**src/rtl/dmem_arbiter.sv**
```systemverilog
// Single-port data-memory arbiter between the CPU MEM stage and a debug/loader port.
// Debug starvation is bounded by a wait counter; a debug halt mode freezes the CPU.
module dmem_arbiter #(
  parameter int unsigned ADDR_W   = 32,
  parameter int unsigned DATA_W   = 32,
  parameter int unsigned MAX_WAIT = 4
) (
  input  logic              clk_i,
  input  logic              rst_i,
  input  logic              cpu_req_i,
  input  logic              cpu_we_i,
  input  logic [ADDR_W-1:0] cpu_addr_i,
  input  logic [DATA_W-1:0] cpu_wdata_i,
  output logic [DATA_W-1:0] cpu_rdata_o,
  output logic              cpu_stall_o,
  input  logic              dbg_req_i,
  input  logic              dbg_we_i,
  input  logic [ADDR_W-1:0] dbg_addr_i,
  input  logic [DATA_W-1:0] dbg_wdata_i,
  input  logic              dbg_halt_i,
  output logic              dbg_gnt_o,
  output logic              dbg_rvalid_o,
  output logic [DATA_W-1:0] dbg_rdata_o,
  output logic              halted_o,
  output logic [31:0]       stall_cnt_o,
  output logic              mem_we_o,
  output logic [ADDR_W-1:0] mem_addr_o,
  output logic [DATA_W-1:0] mem_wdata_o,
  input  logic [DATA_W-1:0] mem_rdata_i
);

  typedef enum logic [0:0] {
    ST_RUN  = 1'b0,
    ST_HALT = 1'b1
  } state_e;

  localparam logic [3:0] MaxWait = 4'(MAX_WAIT);

  state_e            state_q, state_d;
  logic [3:0]        wait_cnt_q, wait_cnt_d;
  logic              dbg_rvalid_q, dbg_rvalid_d;
  logic [DATA_W-1:0] dbg_rdata_q, dbg_rdata_d;
  logic [31:0]       stall_cnt_q, stall_cnt_d;
  logic              dbg_gnt_s, cpu_gnt_s, cpu_stall_s, mem_we_s;

  // Arbitration and next-state; halt mode is entered/left purely on the sampled halt level.
  always_comb begin
    dbg_gnt_s   = 1'b0;
    cpu_gnt_s   = 1'b0;
    cpu_stall_s = 1'b0;
    state_d     = state_q;
    case (state_q)
      ST_RUN: begin
        dbg_gnt_s   = dbg_req_i & (~cpu_req_i | (wait_cnt_q == MaxWait));
        cpu_gnt_s   = cpu_req_i & ~dbg_gnt_s;
        cpu_stall_s = cpu_req_i & dbg_gnt_s;
        state_d     = dbg_halt_i ? ST_HALT : ST_RUN;
      end
      ST_HALT: begin
        dbg_gnt_s   = dbg_req_i;
        cpu_stall_s = 1'b1;
        state_d     = dbg_halt_i ? ST_HALT : ST_RUN;
      end
      default: begin
        state_d = ST_RUN;
      end
    endcase
  end

  // Memory mux; an idle port still presents the CPU address so loads see stable data.
  always_comb begin
    mem_we_s    = 1'b0;
    mem_addr_o  = cpu_addr_i;
    mem_wdata_o = cpu_wdata_i;
    if (dbg_gnt_s) begin
      mem_we_s    = dbg_we_i;
      mem_addr_o  = dbg_addr_i;
      mem_wdata_o = dbg_wdata_i;
    end else if (cpu_gnt_s) begin
      mem_we_s    = cpu_we_i;
    end else begin
      mem_we_s    = 1'b0;
    end
    mem_we_o = rst_i ? 1'b0 : mem_we_s;
  end

  // Wait counter, debug read capture and saturating stall counter.
  always_comb begin
    wait_cnt_d   = wait_cnt_q;
    dbg_rvalid_d = 1'b0;
    dbg_rdata_d  = dbg_rdata_q;
    stall_cnt_d  = stall_cnt_q;
    if (dbg_gnt_s) begin
      wait_cnt_d = 4'd0;
    end else if (dbg_req_i && (wait_cnt_q != MaxWait)) begin
      wait_cnt_d = wait_cnt_q + 4'd1;
    end else begin
      wait_cnt_d = wait_cnt_q;
    end
    if (dbg_gnt_s && !dbg_we_i) begin
      dbg_rvalid_d = 1'b1;
      dbg_rdata_d  = mem_rdata_i;
    end else begin
      dbg_rvalid_d = 1'b0;
    end
    if (cpu_stall_s && (stall_cnt_q != 32'hFFFF_FFFF)) begin
      stall_cnt_d = stall_cnt_q + 32'd1;
    end else begin
      stall_cnt_d = stall_cnt_q;
    end
  end

  // State registers.
  always_ff @(posedge clk_i or posedge rst_i) begin
    if (rst_i) begin
      state_q      <= ST_RUN;
      wait_cnt_q   <= 4'd0;
      dbg_rvalid_q <= 1'b0;
      dbg_rdata_q  <= '0;
      stall_cnt_q  <= 32'd0;
    end else begin
      state_q      <= state_d;
      wait_cnt_q   <= wait_cnt_d;
      dbg_rvalid_q <= dbg_rvalid_d;
      dbg_rdata_q  <= dbg_rdata_d;
      stall_cnt_q  <= stall_cnt_d;
    end
  end

  assign cpu_rdata_o  = mem_rdata_i;
  assign cpu_stall_o  = cpu_stall_s;
  assign dbg_gnt_o    = dbg_gnt_s;
  assign dbg_rvalid_o = dbg_rvalid_q;
  assign dbg_rdata_o  = dbg_rdata_q;
  assign halted_o     = (state_q == ST_HALT);
  assign stall_cnt_o  = stall_cnt_q;

endmodule

```
**config.mk**
```make
export PLATFORM = sky130hd
export DESIGN_NAME = dmem_arbiter
export DESIGN_NICKNAME = d
export VERILOG_FILES = /design/src/rtl/dmem_arbiter.sv
export SDC_FILE = /design/constraint.sdc
export NUM_CORES = 1
export LEC_CHECK = 0
export ABC_AREA = 0
export CAP_MARGIN = 5
export CELL_PAD_IN_SITES_DETAIL_PLACEMENT = 1
export CELL_PAD_IN_SITES_GLOBAL_PLACEMENT = 2
export CORE_ASPECT_RATIO = 0.8
export CORE_MARGIN = 2
export CORE_UTILIZATION = 19
export DETAILED_ROUTE_END_ITERATION = 16
export GPL_TIMING_DRIVEN = 0
export HOLD_SLACK_MARGIN = 0.08
export PLACE_DENSITY_LB_ADDON = 0.05
export SYNTH_ARGS = -nofsm -noshare
export SYNTH_HDL_FRONTEND = slang
export SYNTH_SLANG_ARGS = --single-unit
```
**constraint.sdc**
```tcl
create_clock -name clk_i -period 5.45 [get_ports clk_i]
set_clock_uncertainty 0.1 [all_clocks]
set_input_delay 0.545 -clock clk_i [delete_from_list [all_inputs] [get_ports clk_i]]
set_output_delay 0.545 -clock clk_i [all_outputs]
set_load 0.05 [all_outputs]
```
## Yosys cells after proc, flatten, opt, wreduce, memory -nomap -nowiden

Index checks and enable logic that the tools add are counted.

| storage, ports and cells | value |
|---|---|
| register bits after elaboration | 70 |
| bits of input ports | 167 |
| output and inout bits | 165 |
| word-level logic and storage cells | 34 |

| cells by class | value |
|---|---|
| add/sub/neg operators | 2 |
| equality and inequality tests | 3 |
| multiplexer cells | 12 |
| bitwise operators | 7 |
| reduce and logical (&&, ||, !) cells | 5 |

Operators by type and width:

| cell | count |
|---|---|
| $mux W32 | 2 |
| $add A32 B1 Y32 const B | 1 |
| $ne A32 B32 Y1 const B | 1 |
| $mux W4 | 2 |
| $mux W1 | 6 |
| $add A4 B1 Y4 const B | 1 |
| $eq A4 B3 Y1 const B | 1 |
| $ne A4 B3 Y1 const B | 1 |
| $pmux W1 S2 | 2 |
| $and A1 B1 Y1 | 3 |
| $logic_and A1 B1 Y1 | 3 |
| $not A1 Y1 | 3 |
| $reduce_bool A2 Y1 | 1 |
| $logic_not A1 Y1 | 1 |
| $or A1 B1 Y1 | 1 |

## Longest topological paths before layout

| depth | value |
|---|---|
| depth in word-level cells | 9 |
| mapped depth | 10 |
| mapped depth without buffers | 8 |

## Least setup slack after synthesis

Ideal clock, no wire load.

| timing | value |
|---|---|
| kind | register to output |
| start point | register wait_cnt_q[0] |
| end point | output port mem_we_o |
| data arrival time | 2.331 ns |
| required time | 4.805 ns |
| slack | 2.474 ns |
| cell stages (with the launch flop) | 9 |
| path buffers | 1 |
| cell sequence | dfrtp_1 > inv_1 > ha_1 > and3b_1 > or3b_4 > nand2_4 > buf_4 > nand4b_1 > a21oi_1 |

| between the ends | value |
|---|---|
| word-level cells in the longest chain between the ends | 9 |
| elaborated cells on any way between the ends | 10 |
| classes of those cells | eq/ne (1); mux (5); bitwise (4) |

Ends and longest elaborated chain:

| item | line | RTL |
|---|---|---|
| start, declared | 40 | `logic [3:0] wait_cnt_q, wait_cnt_d;` |
| start signal, assigned | 123 | `wait_cnt_q <= wait_cnt_d;` |
| $eq A4 B3 Y1 * | 54 | `dbg_gnt_s = dbg_req_i & (~cpu_req_i \| (wait_cnt_q == MaxWait));` |
| $or A1 B1 Y1 * | 54 |  |
| $and A1 B1 Y1 * | 54 |  |
| $not A1 Y1 | 55 | `cpu_gnt_s = cpu_req_i & ~dbg_gnt_s;` |
| $and A1 B1 Y1 | 55 |  |
| $mux W1 | 52 | `case (state_q)` |
| $mux W1 | 79 | `end else if (cpu_gnt_s) begin` |
| $mux W1 * | 75 | `if (dbg_gnt_s) begin` |
| $mux W1 * | 84 | `mem_we_o = rst_i ? 1'b0 : mem_we_s;` |
| end, declared | 26 | `output logic mem_we_o,` |

Every way passes the cells marked *; elsewhere a longest branch is shown, timed or not.

## Worst setup path in the final report

| timing | value |
|---|---|
| start point | register wait_cnt_q[0] |
| end point | output port mem_addr_o[17] |

| between the ends | value |
|---|---|
| word-level cells in the longest chain between the ends | 5 |

Ends and longest elaborated chain:

| item | line | RTL |
|---|---|---|
| $eq A4 B3 Y1 | 54 |  |
| $or A1 B1 Y1 | 54 |  |
| $and A1 B1 Y1 | 54 |  |
| $pmux W1 S2 | 52 |  |
| $mux W32 | 75 |  |
| end, declared | 27 | `output logic [ADDR_W-1:0] mem_addr_o,` |

Every way passes these cells.

==> flow_metrics.env <==
export IMPL_synth_area_leader_cell="dfrtp_1"
export IMPL_synth_top_cell_area_share=0.409
export IMPL_grt_max_degree=59
export IMPL_fin_cells=1133
export IMPL_gr_total_overflow=0
export IMPL_postSynth_topFlopCell="dfrtp_1"
export IMPL_synth_area_per_cell_um2=8.95
export IMPL_post_cts_hold_buffer_count=0
export IMPL_ys_seq_elements=70
export IMPL_clock_insertion_delay_worst_skew_ns=0.33
export IMPL_utilization=0.372
export IMPL_setup_tns_ns=0
export IMPL_globalRouteTotalUtil=0.159
export IMPL_final_fill_count=2608
export IMPL_floorplan_initialDensity=0.192
export IMPL_grt_met3_usage=0.0467
export IMPL_status="finished, final reports clean"
export IMPL_number_of_global_route_vias_before_repair=4679
export IMPL_ant_nets=0
export IMPL_place_congestion=0.781
export IMPL_register_area_um2=1750
export IMPL_floorplan_rows=49
export IMPL_rsz_0062_raised_after_global_routing="false"
export IMPL_synth_net_count=648
export IMPL_grt_first_pass_wirelength_mm=28.6
export IMPL_leakagePower_uw=0.00369
export IMPL_setup_violations_final=0
export IMPL_die_area_um2=23700
export IMPL_top_ports=332
export IMPL_layout_nets=991
export IMPL_clkSlewWorstSetupHoldPaths_ns=0.06
export IMPL_post_cts_repair_setup_buffers=0
export IMPL_clock_sinks=70
export IMPL_timing_final_crit_period_ns=3.81
export IMPL_grtUsageMet2=0.277
export IMPL_number_of_max_slew_violations_in_the_final_report=0
export IMPL_asyncSetResetFlopFracSynth=1.00
export IMPL_core_area_um2=22300
export IMPL_synth_top_area_cells="dfrtp_1, nand2_1, mux2_4"
export IMPL_vias_per_cell=3.99
export IMPL_syn_to_layout_area_delta_pct=94.2
export IMPL_place_detailed_hpwl_mm=16.1
export IMPL_max_freq_mhz=262
export IMPL_worst_ir_drop_vdd_uv=134
export IMPL_layout_worst_path_cycle_share=0.700
export IMPL_synth_seq_area_share=0.409
export IMPL_drive_gt1_frac=0.140
export IMPL_power_per_cell_area_nw_per_um2=281
export IMPL_crit_fanout=10
export IMPL_worstPathArrival_ns=3.17
export IMPL_number_of_buffers_on_the_longest_clock_path=2
export IMPL_chipHeight_um=138
export IMPL_synthesis_area_um2=4280
export IMPL_final_common_cell="clkdlybuf4s50_1"
export IMPL_yosysWarningCount=0
export IMPL_post_cts_resize_count=0
export IMPL_worst_setup_path_end_kind="primary output"
export IMPL_firstDrtPassIters=4
export IMPL_grt_use_met1=0.194
export IMPL_grt_antenna_before_repair=2
export IMPL_number_of_buffers_added_on_ports=331
export IMPL_cts_inserted_buffers=9
export IMPL_synth_enable_flop_cells=0
export IMPL_cts_max_level=3
export IMPL_num_vias=4522
export IMPL_worst_setup_path_start_kind="flip-flop"
export IMPL_die_x_um=172
export IMPL_synthDistinctLibCells=46
export IMPL_path_class="reg -> out"
export IMPL_cap_violations=0
export IMPL_fin_hold_ws_ns=0.392
export IMPL_route_detailed_drc=0
export IMPL_clock_tree_root_cell="clkbuf_16"
export IMPL_worst_hold_path_type="reg -> reg"
export IMPL_most_common_layout_cells="clkdlybuf4s50_1, nand2_1, dfrtp_1"
export IMPL_finalHoldViolations=0
export IMPL_max_slew_margin=0.602
export IMPL_place_inst=1116
export IMPL_wl_per_cell_um=17.0
export IMPL_critPathRequiredTime_ns=4.81
export IMPL_worst_slew_pin_slew_ns=0.595
export IMPL_syn_inst=478
export IMPL_drt_first_iter_violations=139
export IMPL_wirelength_mm=19.3
export IMPL_tritoncts="done"
export IMPL_multi_input_comb_area_um2=2150
export IMPL_grt_most_used_layer="met2"
[per-layer routing]
layer | part of all wire | vias up
met1 | 0.41 | 2132
met4 | 0.015 | 2
met5 | 0.00062 | -
li1 | - | 2215
met3 | 0.072 | 20
met2 | 0.50 | 153
[sequential cells by signal, summed over array words and instances, names as in the netlist]
register	cells
dbg_rdata_o	32
dbg_rvalid_o	1
halted_o	1
stall_cnt_o	32
wait_cnt_q	4
[synth_stat cells, types with 5 or more instances]
cell     number
and4_1        5
buf_2        12
buf_4        33
dfrtp_1      70
inv_1         5
mux2_2        5
mux2_4       29
nand2_1     209
nand3_1      15
nand4_1       9
nor2_1        5
xnor2_1      19
xor2_1       10
[path summary, 6_finish.rpt]
path | from | end | slack, ns | depth (start not counted)
max reg2reg | stall_cnt_o[0] | stall_cnt_o[30] | 3.22 | 6
min in group asynchronous | rst_i | halted_o | 0.45 | 2
max in group asynchronous | rst_i | dbg_rdata_o[14] | 4.23 | 3
min reg2reg | stall_cnt_o[5] | stall_cnt_o[5] | 0.39 | 1
max | wait_cnt_q[0] | mem_addr_o[17] | 1.64 | 10
min | stall_cnt_o[5] | stall_cnt_o[5] | 0.39 | 1
[final cells by class]
class                           count  area share
Antenna cell                        1    0.000301
Buffer                             50      0.0420
Tap cell                          306      0.0461
Timing Repair Buffer              332       0.402
Clock buffer                       10      0.0288
Multi-Input combinational cell    351       0.259
Inverter                            7     0.00346
Sequential cell                    70       0.211
Clock inverter                      6     0.00738
[metrics by stage]
| stage | area (um2) | total power (uW) | setup WS (ns) |
|---|---|---|---|
| floorplan | 4280 | 1310 | 2.47 |
| global placement | 7980 | 1750 | 1.51 |
| detailed placement | 8010 | 1770 | 1.64 |
| CTS | 8310 | 2370 | 1.55 |
| global route | 8310 | 2450 | 1.39 |
| finish | 8310 | 2340 | 1.64 |
[kinds of logic after synthesis]
logic type | count (synthesis) | share of synthesized area
and+or+nand+nor | 272 | 0.285
DFF | 70 | 0.409
buffers and inverters | 57 | 0.0877
muxes | 36 | 0.120
xor gates and xnor gates | 29 | 0.0594
AOI/OAI and AO/OA | 11 | 0.0295
adders and majority gates | 3 | 0.00877
[worst max-delay path: stages, from the launching register on]
cell and delay, ns:
dfrtp_1 0.38, inv_1 0.08, ha_1 0.19, and3b_1 0.21, or3b_4 0.43, nand2_4 0.11, buf_4 0.19, buf_2 0.24
nand2_1 0.08, nand2_1 0.06, clkdlybuf4s50_1 0.86
[where the power goes]
| part | total, uW | internal [uW] | switching, uW |
|---|---|---|---|
| Clock | 589 | 365 | 224 |
| Sequential | 645 | 590 | 54.8 |
| Combinational | 1100 | 439 | 664 |
Note: power is estimated with default switching activity, not from simulation.
